==> config.mk <==
export PLATFORM = sky130hd
export DESIGN_NAME = inst_loader_flat
export DESIGN_NICKNAME = d
export VERILOG_FILES = /design/src/rtl/inst_loader_if.sv /design/src/rtl/inst_loader.sv /design/src/flat_wrapper.sv
export SDC_FILE = /design/constraint.sdc
export NUM_CORES = 1
export LEC_CHECK = 0
export BUFFER_PORTS_ARGS = -buffer_cell sky130_fd_sc_hd__buf_2
export CAP_MARGIN = 20
export CORE_MARGIN = 2
export CORE_UTILIZATION = 40
export CTS_CLUSTER_SIZE = 16
export DETAILED_ROUTE_END_ITERATION = 8
export PLACE_DENSITY = 0.66
export SLEW_MARGIN = 20
export SYNTH_ARGS = -nofsm -noshare
export SYNTH_HDL_FRONTEND = slang
export SYNTH_SLANG_ARGS = --single-unit
==> constraint.sdc <==
create_clock -name clk -period 1.9 [get_ports clk]
set_input_delay 0.38 -clock clk [delete_from_list [all_inputs] [get_ports clk]]
set_output_delay 0.38 -clock clk [all_outputs]
set_load 0.005 [all_outputs]
==> src/rtl/inst_loader_if.sv <==
// Stream and instruction-queue write-port bundle for inst_loader.
// The host drives the byte stream through the master modport. The loader
// (slave modport) returns rx_ready and drives the queue write port.
interface inst_loader_if #(
    parameter int AW = 6,
    parameter int IW = 39
);
    logic [7:0]    rx_data;
    logic          rx_valid;
    logic          rx_ready;
    logic          wr_en;
    logic [AW-1:0] wr_addr;
    logic [IW-1:0] wr_data;

    modport master (
        output rx_data, rx_valid,
        input  rx_ready, wr_en, wr_addr, wr_data
    );

    modport slave (
        input  rx_data, rx_valid,
        output rx_ready, wr_en, wr_addr, wr_data
    );
endinterface

==> src/rtl/inst_loader.sv <==
// inst_loader: assembles a framed byte stream into 39-bit instructions and
// writes them into the nucore instruction queue. The core is held in reset
// while a load is in progress.
// Optional feature macro: INST_LOADER_CHECKSUM_EN adds a trailing XOR
// checksum byte that is compared against the payload.
//
// state  | meaning
// -------+-----------------------------------------------------------
// IDLE   | no load active; core runs; waits for start
// HEADER | waiting for the header byte (2'b10 tag, N-1 in bits 5:0)
// BYTES  | collecting the 5 little-endian bytes of one instruction
// WRITE  | one-cycle queue write of the assembled instruction
// CKSUM  | waiting for the checksum byte (checksum build only)
// DONE   | one-cycle completion pulse; core released
// ERROR  | framing error; core held; waits for start
module inst_loader #(
    parameter int DEPTH = 64,
    parameter int IW    = 39
) (
    input  logic                       clk,
    input  logic                       reset_n,
    input  logic                       start,
    inst_loader_if.slave               bus,
    output logic                       core_hold,
    output logic                       done,
    output logic                       error,
    output logic [$clog2(DEPTH):0]     loaded_count
);
    localparam int CW = $clog2(DEPTH) + 1;

    typedef enum logic [2:0] {
        IDLE   = 3'd0,
        HEADER = 3'd1,
        BYTES  = 3'd2,
        WRITE  = 3'd3,
`ifdef INST_LOADER_CHECKSUM_EN
        CKSUM  = 3'd4,
`endif
        DONE   = 3'd5,
        ERROR  = 3'd6
    } state_t;

    state_t        state_q, state_d;
    logic [2:0]    byte_idx_q;
    logic [CW-1:0] n_total_q;
    logic [CW-1:0] count_q;
    logic [IW-1:0] asm_q;
`ifdef INST_LOADER_CHECKSUM_EN
    logic [7:0]    cksum_q;
`endif

    logic start_ok;
    assign start_ok = start && (state_q == IDLE || state_q == ERROR);

    // The instruction index and the written count always advance together,
    // so one register serves as both wr_addr and loaded_count.
    assign loaded_count = count_q;
    assign bus.wr_addr  = count_q[CW-2:0];
    assign bus.wr_data  = asm_q;

    // State register; reset drops core_hold asynchronously through the decode.
    always_ff @(posedge clk or negedge reset_n) begin
        if (!reset_n) state_q <= IDLE;
        else          state_q <= state_d;
    end

    // Next-state logic and state-decoded outputs.
    always_comb begin
        state_d      = state_q;
        bus.rx_ready = 1'b0;
        bus.wr_en    = 1'b0;
        core_hold    = 1'b1;
        done         = 1'b0;
        error        = 1'b0;
        case (state_q)
            IDLE: begin
                core_hold = 1'b0;
                if (start) state_d = HEADER;
            end
            HEADER: begin
                bus.rx_ready = 1'b1;
                if (bus.rx_valid)
                    state_d = (bus.rx_data[7:6] == 2'b10) ? BYTES : ERROR;
            end
            BYTES: begin
                bus.rx_ready = 1'b1;
                // Byte 5 bit 7 is instruction bit 39, which must be zero.
                if (bus.rx_valid && byte_idx_q == 3'd4)
                    state_d = bus.rx_data[7] ? ERROR : WRITE;
            end
            WRITE: begin
                bus.wr_en = 1'b1;
                if ((count_q + CW'(1)) == n_total_q)
`ifdef INST_LOADER_CHECKSUM_EN
                    state_d = CKSUM;
`else
                    state_d = DONE;
`endif
                else
                    state_d = BYTES;
            end
`ifdef INST_LOADER_CHECKSUM_EN
            CKSUM: begin
                bus.rx_ready = 1'b1;
                if (bus.rx_valid)
                    state_d = (bus.rx_data == cksum_q) ? DONE : ERROR;
            end
`endif
            DONE: begin
                done      = 1'b1;
                core_hold = 1'b0;
                state_d   = IDLE;
            end
            ERROR: begin
                error = 1'b1;
                if (start) state_d = HEADER;
            end
            default: state_d = IDLE;
        endcase
    end

    // Datapath: header length, byte assembly, instruction count, checksum.
    always_ff @(posedge clk or negedge reset_n) begin
        if (!reset_n) begin
            byte_idx_q <= 3'd0;
            n_total_q  <= '0;
            count_q    <= '0;
            asm_q      <= '0;
`ifdef INST_LOADER_CHECKSUM_EN
            cksum_q    <= 8'd0;
`endif
        end else begin
            if (start_ok) begin
                byte_idx_q <= 3'd0;
                count_q    <= '0;
`ifdef INST_LOADER_CHECKSUM_EN
                cksum_q    <= 8'd0;
`endif
            end
            case (state_q)
                HEADER: begin
                    if (bus.rx_valid)
                        n_total_q <= CW'(bus.rx_data[5:0]) + CW'(1);
                end
                BYTES: begin
                    if (bus.rx_valid) begin
                        case (byte_idx_q)
                            3'd0:    asm_q[7:0]   <= bus.rx_data;
                            3'd1:    asm_q[15:8]  <= bus.rx_data;
                            3'd2:    asm_q[23:16] <= bus.rx_data;
                            3'd3:    asm_q[31:24] <= bus.rx_data;
                            default: asm_q[IW-1:32] <= bus.rx_data[IW-33:0];
                        endcase
                        byte_idx_q <= (byte_idx_q == 3'd4) ? 3'd0 : byte_idx_q + 3'd1;
`ifdef INST_LOADER_CHECKSUM_EN
                        cksum_q    <= cksum_q ^ bus.rx_data;
`endif
                    end
                end
                WRITE:   count_q <= count_q + CW'(1);
                default: ;
            endcase
        end
    end
endmodule

==> src/flat_wrapper.sv <==
// flat-port wrapper written by rule: the top's interface ports become plain ports
module inst_loader_flat 
#(
    parameter int DEPTH = 64,
    parameter int IW    = 39
)
  (clk, reset_n, start, core_hold, done, error, loaded_count, bus_rx_data, bus_rx_valid, bus_rx_ready, bus_wr_en, bus_wr_addr, bus_wr_data);
  inst_loader_if #(.IW(IW)) bus_i ();
  input  logic clk;
  input  logic reset_n;
  input  logic start;
  output logic core_hold;
  output logic done;
  output logic error;
  output logic [$clog2(DEPTH):0] loaded_count;
  input wire logic [$bits(bus_i.rx_data)-1:0] bus_rx_data;
  input wire logic [$bits(bus_i.rx_valid)-1:0] bus_rx_valid;
  output wire logic [$bits(bus_i.rx_ready)-1:0] bus_rx_ready;
  output wire logic [$bits(bus_i.wr_en)-1:0] bus_wr_en;
  output wire logic [$bits(bus_i.wr_addr)-1:0] bus_wr_addr;
  output wire logic [$bits(bus_i.wr_data)-1:0] bus_wr_data;
  assign bus_i.rx_data = bus_rx_data;
  assign bus_i.rx_valid = bus_rx_valid;
  assign bus_rx_ready = bus_i.rx_ready;
  assign bus_wr_en = bus_i.wr_en;
  assign bus_wr_addr = bus_i.wr_addr;
  assign bus_wr_data = bus_i.wr_data;
  inst_loader #(.DEPTH(DEPTH), .IW(IW)) u_core (.clk(clk), .reset_n(reset_n), .start(start), .bus(bus_i), .core_hold(core_hold), .done(done), .error(error), .loaded_count(loaded_count));
endmodule
==> results.md <==
* Status: finished clean
* CTS sink cnt at 59
* Arrival time of the worst setup path at 2050 ps
* Post-synth EDFFs at 0
* Fin crit share at 0.970
* Root Driver: clkbuf_8
* Reg clk slew, reported paths at 70 ps
* Max clock buf depth at 2
* R2r worst-path depth at 6
* Final Setup Violations at 0
* Post-Synthesis Cells at 269
* Post-synth top area cell: dfrtp_1
* Total power divided by cell area at 1480 mW/mm^2
* DR iter-0 viols at 108
* DR pass1 iterations at 4
* Synth top area cells: dfrtp_1 50%, mux2_2 15%, ha_1 2.9%, nor2_1 2.6%, xnor2_1 2.3%
* Yosys reg bits at 59
* CP Class: reg2reg
* WHS at 39.3 ps
* Pleak at 1.80 nW
* F_max at 0.543 GHz
* Max Cap Viol at 0
* Post-Place Worst Slack at 64.9 ps
* Hold/Removal Path Class: in2async
* Fin worst setup slack at 57.7 ps
* Mux cell area share after synthesis at 0.162
* Num ports at 69
* Syn_nets at 288
* Starting Density at 0.411
* Hold Fails Final Rpt at 0
* Layout cells sized above 1 at 0.434
* Count leader, synth: dfrtp_1
* Area occupied by registers at 0.00148 mm^2
* Antenna violations before repair at 0
* CP Cell Sequence: buf_6 -> and3_4 -> a311oi_2 -> a21oi_1 -> a2111o_1 -> a21boi_2
* Finished Layout Cells at 445
* CP max stage delay at 470 ps
* Synth unique cells at 43
* CTS tree: done
* Rows at 31
* Die area at 0.00816 mm^2
* Worst-margin pin slew at 438 ps
* RSZ-0062 raised after global routing: true
* DP Wirelength at 4.69 mm
* Fin Setup TNS at 0 ps
* Multi-input combinational cell area at 0.00140 mm^2
* Routed vias at 2275
* GR Util All Layers at 0.168
* Simple-gate share of the synthesized area at 0.125
* CP max FO at 8
* Fin crit period at 1840 ps
* Nets at 360
* # fillers at 683
* Ys flop type: dfrtp_1
* Via/cell ratio at 5.11
* Final WL at 6.58 mm
* Startpoint class of the critical path: register
* Die Ht at 90.3 um
* GRT overflow at 0
* Final GP Congestion at 0.898
* N_diodes at 0
* Post-synth top area share at 0.495
* Wire per inst at 14.8 um
* Clock Skews at 15.2 ps
* # H-tree levels at 3
* CTS buffer count at 9
* First-pass GRT wire length at 11.0 mm
* Worst vdd ir at 0.000768 V
* Avg Inst Size Synth at 11.1 um^2
* Sequential-to-total area share from yosys stat at 0.495
* Layout area overhead at 23.9%
* YS warnings at 0
* Xor and xnor fraction of the mapped netlist area at 0.0382
* Slew headroom at 0.707
* Vias in the first global route at 2260
* Final ANT Viol Nets at 0
* Core Box Area at 0.00725 mm^2
* Largest family of logic cells by synthesized area: multiplexers
* Req. time, crit path at 2110 ps
* Synth Cell Area at 0.00298 mm^2
* Die width at 90.3 um
* Placed cells at 428
* Worst skew pair latency at 340 ps
* Reg2reg setup slack at 60 ps
* Overall power at 5.46 mW
* Commonest cells in the netlist: 59 x dfrtp_1, 39 x mux2_2, 21 x nor2_1, 15 x nand2_1, 11 x a21oi_1
* Final Max Slew Viols at 0
* Slowest cell on the critical path: a2111o_1
* Ys async rst share at 1.00
* Post-synthesis compound-gate area fraction at 0.104
* Drc violations at 0
* PortBufs at 68
* Pin count of the biggest net entering global routing at 60
* CP Capture Type: register
* Adder and majority cell fraction of the synthesized area at 0.0294
cells in the final DEF (no fill, tap or decap), types with 3 or more instances in the layout:
master,instances
nor3_1,5
o31ai_1,3
mux2_2,39
ha_1,6
buf_4,13
inv_1,4
nor2_1,21
xnor2_1,7
and2_1,3
buf_2,68
nand2b_1,8
a31oi_1,6
nand2_1,14
xor2_1,5
a21oi_1,11
a311oi_1,3
o21ai_0,8
nand3_1,10
dfrtp_1,59
nor2b_1,3
clkbuf_8,11
flip-flops by register name, indices dropped and copies added, names as in the netlist:
| register | flops |
|---|---|
| u_core.loaded_count | 7 |
| u_core.n_total_q | 7 |
| u_core.state_q | 3 |
| u_core.bus.wr_data | 39 |
| u_core.byte_idx_q | 3 |
kinds of logic (layout without fill, tap and decap cells):
kind of cell / count (synthesis) / count (layout)
muxes: 43 / 43
DFF: 59 / 59
AOI/OAI and AO/OA: 46 / 46
adders and majority gates: 7 / 7
xor gates and xnor gates: 13 / 13
buffers and inverters: 26 / 103
and+or+nand+nor: 75 / 75
per-layer routing:
metal	routed length (um)	part of all wire	track usage	vias up
met2	3130	0.48	0.263	75
met5	0	0	0	-
li1	-	-	-	1092
met3	540	0.082	0.0618	7
met4	75	0.011	0.0538	0
met1	2830	0.43	0.217	1101
report_power, final:
part	internal [mW]	leakage [nW]	total [mW]	switching, mW
Clock	0.679	0.102	1.19	0.511
Sequential	1.75	0.761	2.07	0.318
Combinational	1.17	0.934	2.20	1.03
Total	3.60	1.80	5.46	1.85
metrics by stage:
step	utilization	area [um^2]
after floorplan	-	2980
after global placement	0.474	3440
after detailed placement	0.474	3440
after CTS	0.503	3650
after global routing	0.509	3690
final	0.509	3690
path summary, 6_finish.rpt:
| path | start | to |
|---|---|---|
| max in group asynchronous | reset_n | u_core.n_total_q[1] |
| hold / removal | reset_n | u_core.loaded_count[1] |
| setup reg to reg | u_core.loaded_count[0] | u_core.state_q[1] |
| hold reg to reg | u_core.bus.wr_data[11] | u_core.bus.wr_data[11] |
| setup / recovery | u_core.loaded_count[0] | u_core.state_q[1] |
| min in group clk | bus_rx_data[0] | u_core.n_total_q[0] |
area by class of cell:
type	instances	share of cell area
Clock buffer	11	0.0410
Inverter	4	0.00407
Timing Repair Buffer	83	0.127
Multi-Input combinational cell	184	0.379
Sequential cell	59	0.400
Tap cell	99	0.0335
Clock inverter	5	0.0159
timing repair:
action / in CTS / in global routing
setup endpoints to repair: 0 / 7
buffers inserted: 0 / 1
gates resized for setup: 0 / 9
hold buffers: 0 / 0
critical path: cells and delay by family (launching register included):
kind / cells / cell delay, ps
compound gates: 4 / 970
buf+inv: 1 / 150
flops: 1 / 420
simple gates: 1 / 170
Power figures use the tool's default switching activity.
